### src/rtl/lfo_delay_mod_pkg.sv
// Shared types and constants for the LFO-modulated delay-line address generator.
package lfo_delay_mod_pkg;

    localparam int unsigned ADDR_W_DEFAULT = 16;
    localparam int unsigned MUL_STEPS      = 8;

    typedef enum logic [1:0] {
        StIdle,
        StMul,
        StSum,
        StOut
    } slot_state_e;

endpackage

### src/rtl/lfo_serial_mul.sv
// Unsigned shift-add multiplier: one partial product per clock, done pulses after the last step.
module lfo_serial_mul
    import lfo_delay_mod_pkg::*;
#(
    parameter int unsigned LFO_W = MUL_STEPS
) (
    input  logic               clk,
    input  logic               rst_n,
    input  logic               start,
    input  logic [LFO_W-1:0]   a,
    input  logic [LFO_W-1:0]   b,
    output logic [2*LFO_W-1:0] p,
    output logic               done
);

    localparam int unsigned P_W  = 2 * LFO_W;
    localparam int unsigned SW   = $clog2(LFO_W);

    logic [LFO_W-1:0] a_q, b_q;
    logic [P_W-1:0]   p_q;
    logic [SW-1:0]    step_q;
    logic             run_q, done_q;

    always_ff @(posedge clk or negedge rst_n) begin
        if (!rst_n) begin
            a_q    <= '0;
            b_q    <= '0;
            p_q    <= '0;
            step_q <= '0;
            run_q  <= 1'b0;
            done_q <= 1'b0;
        end else begin
            done_q <= 1'b0;
            if (start) begin
                a_q    <= a;
                b_q    <= b;
                p_q    <= '0;
                step_q <= '0;
                run_q  <= 1'b1;
            end else if (run_q) begin
                if (b_q[step_q]) begin
                    p_q <= p_q + (P_W'(a_q) << step_q);
                end
                step_q <= step_q + SW'(1);
                if (step_q == SW'(LFO_W - 1)) begin
                    run_q  <= 1'b0;
                    done_q <= 1'b1;
                end
            end
        end
    end

    assign p    = p_q;
    assign done = done_q;

endmodule

### src/rtl/lfo_delay_mod.sv
// Per-sample-slot delay-line address generator: read address = write pointer - base delay
// - (LFO * DEPTH) / 256, with CPU-writable DEPTH and DELAY registers.
module lfo_delay_mod
    import lfo_delay_mod_pkg::*;
#(
    parameter int unsigned ADDR_W = ADDR_W_DEFAULT,
    parameter int unsigned LFO_W  = MUL_STEPS
) (
    input  logic              CK,
    input  logic              nRES,
    input  logic [7:0]        PIN_DB_IN,
    input  logic              nWR_DEPTH,
    input  logic              nWR_DLY_L,
    input  logic              nWR_DLY_H,
    input  logic [LFO_W-1:0]  LFO,
    input  logic              SYNC,
    output logic [ADDR_W-1:0] RADDR,
    output logic [ADDR_W-1:0] WADDR,
    output logic              ADDR_VALID,
    output logic              BUSY,
    output logic              OVERRUN
);

    logic [LFO_W-1:0]   depth_l, depth_q;
    logic [7:0]         dly_lo_l;
    logic [ADDR_W-9:0]  dly_hi_l;
    logic [ADDR_W-1:0]  delay_q, d_q, wptr_q;
    logic [2*LFO_W-1:0] mul_p;
    logic [LFO_W-1:0]   mod_term;
    logic               mul_done, accept;
    slot_state_e        state_q, state_d;

    // CPU bus latches are transparent while the strobe is low; re-timed into CK below.
    always_latch begin
        if (!nRES) begin
            depth_l = '0;
        end else if (!nWR_DEPTH) begin
            depth_l = LFO_W'(PIN_DB_IN);
        end
    end

    always_latch begin
        if (!nRES) begin
            dly_lo_l = '0;
        end else if (!nWR_DLY_L) begin
            dly_lo_l = PIN_DB_IN;
        end
    end

    always_latch begin
        if (!nRES) begin
            dly_hi_l = '0;
        end else if (!nWR_DLY_H) begin
            dly_hi_l = PIN_DB_IN[ADDR_W-9:0];
        end
    end

    assign accept   = SYNC && (state_q == StIdle);
    assign mod_term = mul_p[2*LFO_W-1:LFO_W];

    lfo_serial_mul #(
        .LFO_W (LFO_W)
    ) u_mul (
        .clk   (CK),
        .rst_n (nRES),
        .start (accept),
        .a     (LFO),
        .b     (depth_q),
        .p     (mul_p),
        .done  (mul_done)
    );

    always_comb begin
        state_d = state_q;
        unique case (state_q)
            StIdle:  if (SYNC) state_d = StMul;
            StMul:   if (mul_done) state_d = StSum;
            StSum:   state_d = StOut;
            StOut:   state_d = StIdle;
            default: state_d = StIdle;
        endcase
    end

    always_ff @(posedge CK or negedge nRES) begin
        if (!nRES) begin
            state_q <= StIdle;
            depth_q <= '0;
            delay_q <= '0;
            d_q     <= '0;
            wptr_q  <= '0;
            RADDR   <= '0;
            WADDR   <= '0;
            OVERRUN <= 1'b0;
        end else begin
            state_q <= state_d;
            depth_q <= depth_l;
            delay_q <= {dly_hi_l, dly_lo_l};
            if (accept) begin
                d_q <= delay_q;
            end
            if (state_q == StSum) begin
                RADDR  <= wptr_q - d_q - ADDR_W'(mod_term);
                WADDR  <= wptr_q;
                wptr_q <= wptr_q + ADDR_W'(1);
            end
            // A sample slot that starts before the previous one finished is dropped.
            if (SYNC && (state_q != StIdle)) begin
                OVERRUN <= 1'b1;
            end
        end
    end

    assign ADDR_VALID = (state_q == StOut);
    assign BUSY       = (state_q != StIdle);

endmodule
### config.mk
export PLATFORM = sky130hd
export DESIGN_NAME = lfo_delay_mod
export DESIGN_NICKNAME = d
export VERILOG_FILES = /design/src/rtl/lfo_delay_mod_pkg.sv /design/src/rtl/lfo_serial_mul.sv /design/src/rtl/lfo_delay_mod.sv
export SDC_FILE = /design/constraint.sdc
export NUM_CORES = 1
export LEC_CHECK = 0
export ABC_AREA = 1
export CORE_UTILIZATION = 35
export CTS_BUF_LIST = sky130_fd_sc_hd__clkbuf_4 sky130_fd_sc_hd__clkbuf_8
export DETAILED_ROUTE_END_ITERATION = 16
export PLACE_DENSITY = 0.6
export SLEW_MARGIN = 20
export SYNTH_ARGS = -nofsm -noshare
export SYNTH_HDL_FRONTEND = slang
export SYNTH_SLANG_ARGS = --single-unit
### constraint.sdc
create_clock -name CK -period 5.15 [get_ports CK]
set_clock_uncertainty 0.2 [all_clocks]
set_input_delay 0.515 -clock CK [delete_from_list [all_inputs] [get_ports CK]]
set_output_delay 0.515 -clock CK [all_outputs]
set_load 0.05 [all_outputs]
==> results.toml <==
[setup_path]
worstPathCellList = "inv_4 > nand2_1 > a21oi_1 > a31oi_1 > o21ai_0 > ha_1 > nand2_1 > inv_1 > a21oi_1 > nand2_1 > nand2_1 > nand2_1 > a21oi_1 > nor2_1"
worst-endpoint-required_ns = 5.27
critPathTopFamily = "compound AO/OA/AOI/OAI gates"
cp_data_arrival_time_ns = 3.01
sort_of_element_at_the_end_of_the_critical_path = "flip-flop"
worst-setup-path-type = "flip-flop to flip-flop"
critPathMaxFanout = 17
worst_path_most_repeated_cell = "nand2_1"
reg2reg_from = "u_mul.step_q[0]"
setup.worst_path.start = "u_mul.step_q[0]"
critPathLaunchType = "flip-flop"
worstPathBufferInverterCount = 2
cell_with_the_largest_stage_delay_on_the_worst_path = "dfrtp_1"
critical_path.max_stage_delay_ns = 0.70

[synthesis]
avgSynthCellArea_um2 = 8.195
netlist_area_um2 = 7498
post_synth_num_cell_types = 39
synth-main-ff-cell = "dfrtp_1"
synth-edff-count = 0
synth_common_cells = "312 x nand2_1, 128 x dfrtp_1, 119 x inv_1, 55 x o21ai_0, 53 x nand3_1"
syn-instance-count = 915
synthDominantCellAreaShare_pct = 42.72
synthesis.nets = 993
synth_top_cells_by_area = "dfrtp_1 43%, nand2_1 16%, ha_1 7.8%"
synthesis.yosys.warnings = 0
postSynth.asyncResetShare_pct = 84.21
synth.largest_area_cell = "dfrtp_1"
yosysMostFrequentCell = "nand2_1"
number_of_register_bits_inferred_by_synthesis = 152

[cts]
cts_max_level = 4
clock_insertion_delay_worst_skew_ns = 0.44
cts_tree = "built"
cts_resized = 0
clk_pin_slew_ns = 0.08
cts_post_setup_buffers_inserted = 0
cts_made_buffers = 17
library_cell_used_as_clock_root_buffer = "clkbuf_8"
cts-root-to-sink-buffers = 2
postCtsHoldBufs = 1

[detailed_routing]
drt-vias-per-instance = 4.596
detail_route.wirelength_um = 16050
detailedRoute.firstPassIterationCount = 5
via_count = 5786
route.antenna.remaining_nets = 0
wirelength_met1_um = 8246
dr_wl_met2_um = 7031
avgRoutedWirePerCell_um = 12.75
detailedRoute.firstIterationViolations = 374
met3RoutedLength_um = 558
remaining_drc_errors = 0
dr_top_layer = "met4"

[sta]
setup-tns-final_ns = 0
maxSlewViolCount = 0
max-slew-margin-rel_pct = 47.23
final_min_period_over_clock_period_pct = 56.03
rsz0062_at_grt = "false"
finalHoldViolations = 0
worst_slew_pin_slew_ns = 0.7916
untimed_endpoints = 48
period_minus_slack_ns = 2.886
register_pins_left_without_a_clock = 24
setup_viol_count_final = 0
max_freq_ghz = 0.3465

[global_route]
grt_max_degree = 85
grt_overflow = 0
grtUsageTotal_pct = 15.86
grt_pass1_wl_um = 27400
grt_antenna_before_repair = 0
grt_pass1_vias = 5502

[floorplanning]
initial_core_util_pct = 35.67
fp-row-count = 53
die_ar_um2 = 22010
width_of_the_die_um = 148.4
design.portCount = 57
die-height_um = 148.4
fp.coreArea_um2 = 21020

[worst_hold_path]
min-delay-start = "delay_q[11]"
hold_path.class = "flip-flop to flip-flop"

[cells_and_area]
flow.area_growth_from_synthesis_pct = 16.90
n_antenna_cell = 0
nets = 1050
drive_above_1_share_pct = 4.980
final-seq-area_um2 = 3563
multi_input_area_um2 = 3358
fillerInstances = 2115

[outcome]
outcome = "finished clean"

[power_and_ir_drop]
ir_drop_mv = 0.2683
power.density_cell_area_nw_per_um2 = 685.4
leakage_dissipation_nw = 4.520
totalPowerFinal_mw = 6.008

[placed_design]
place_congestion = 0.8968
detailedPlacementHpwl_um = 11830
io_buffer_count = 56

[run]
drv_cap = 0
## per-layer routing
layer	global-route usage [%]	vias up
met5	0	-
met3	2.546	15
met4	5.103	0
li1	-	2994
met1	22.93	2670
met2	24.13	107
## through the flow
step / instances / cell area, um^2 / setup slack [ns] / util (%) / hold slack, ns
floorplan: 915 / 7498 / 2.540 / - / 0.01941
global placement: 1227 / 8320 / 2.366 / 39.58 / 0.2222
detailed placement: 1227 / 8320 / 2.315 / 39.58 / 0.2236
CTS: 1259 / 8766 / 2.306 / 41.70 / 0.2395
global route: 1259 / 8766 / 1.978 / 41.70 / 0.2699
finish: 1259 / 8766 / 2.264 / 41.70 / 0.2406
## final cells by class
class / count / area share (%)
clock buffers: 17 / 2.669
multi-input cells: 617 / 38.31
well taps: 275 / 3.925
inverters: 124 / 5.367
clock inverters: 14 / 2.298
flip-flops and latches: 152 / 40.65
repair buffers: 60 / 6.780
## tightest hold or removal path, stage by stage, from the launching register on
cell     delay [ns]
dfrtp_1        0.32
nand2_1        0.05
nand2_1        0.04
## sequential cells by signal, indices dropped and copies added, names as in the netlist
signal / flops
u_mul.p: 16
wptr_q: 16
u_mul.a_q: 8
OVERRUN: 1
u_mul.run_q: 1
dly_hi_l: 8
state_q: 2
RADDR: 16
delay_q: 16
depth_l: 8
u_mul.done: 1
depth_q: 8
u_mul.b_q: 8
u_mul.step_q: 3
dly_lo_l: 8
d_q: 16
WADDR: 16
## final timing paths
| check | to | slack, ns | cells after the start |
|---|---|---|---|
| worst min-delay path | d_q[11] | 0.24 | 2 |
| max in group asynchronous | delay_q[14] | 3.09 | 3 |
| worst min register to register | d_q[11] | 0.24 | 2 |
| worst max-delay path | u_mul.p[15] | 2.26 | 14 |
| min in group asynchronous | u_mul.a_q[2] | 0.50 | 2 |
| worst max register to register | u_mul.p[15] | 2.26 | 14 |
## power breakdown
part | switching, mW | internal (mW)
Sequential | 0.254 | 1.31
Combinational | 2.23 | 1.24
Clock | 0.431 | 0.535
Total | 2.92 | 3.09
## placed cells by master, fill, tap and decap left out, drive strengths merged, types with 3 or more instances in the layout
cell type	count
bufinv	4
clkbuf	17
xor2	16
clkdlybuf4s50	55
mux2i	3
xnor2	12
nor2	32
buf	4
dlxtp	24
and3	3
dfrtp	128
inv	131
nand3	55
nand4	4
ha	47
o21ai	61
nor3	13
a21oi	27
nand3b	5
fa	9
nand2	316
## cells by family (layout without fill, tap and decap cells)
family                   after synthesis  after routing  synth area share (%)
AO/OA/AOI/OAI                         97             97                 6.708
XOR/XNOR                              28             28                 3.270
adder cells (fa/ha/maj)               56             56                 10.25
buffers and inverters                146            215                 7.692
flip-flops                           128            128                 42.72
latches                               24             24                 4.806
multiplexers                           3              3                0.4005
AND/OR/NAND/NOR                      433            433                 24.16
(Power assumes the default switching activity.)
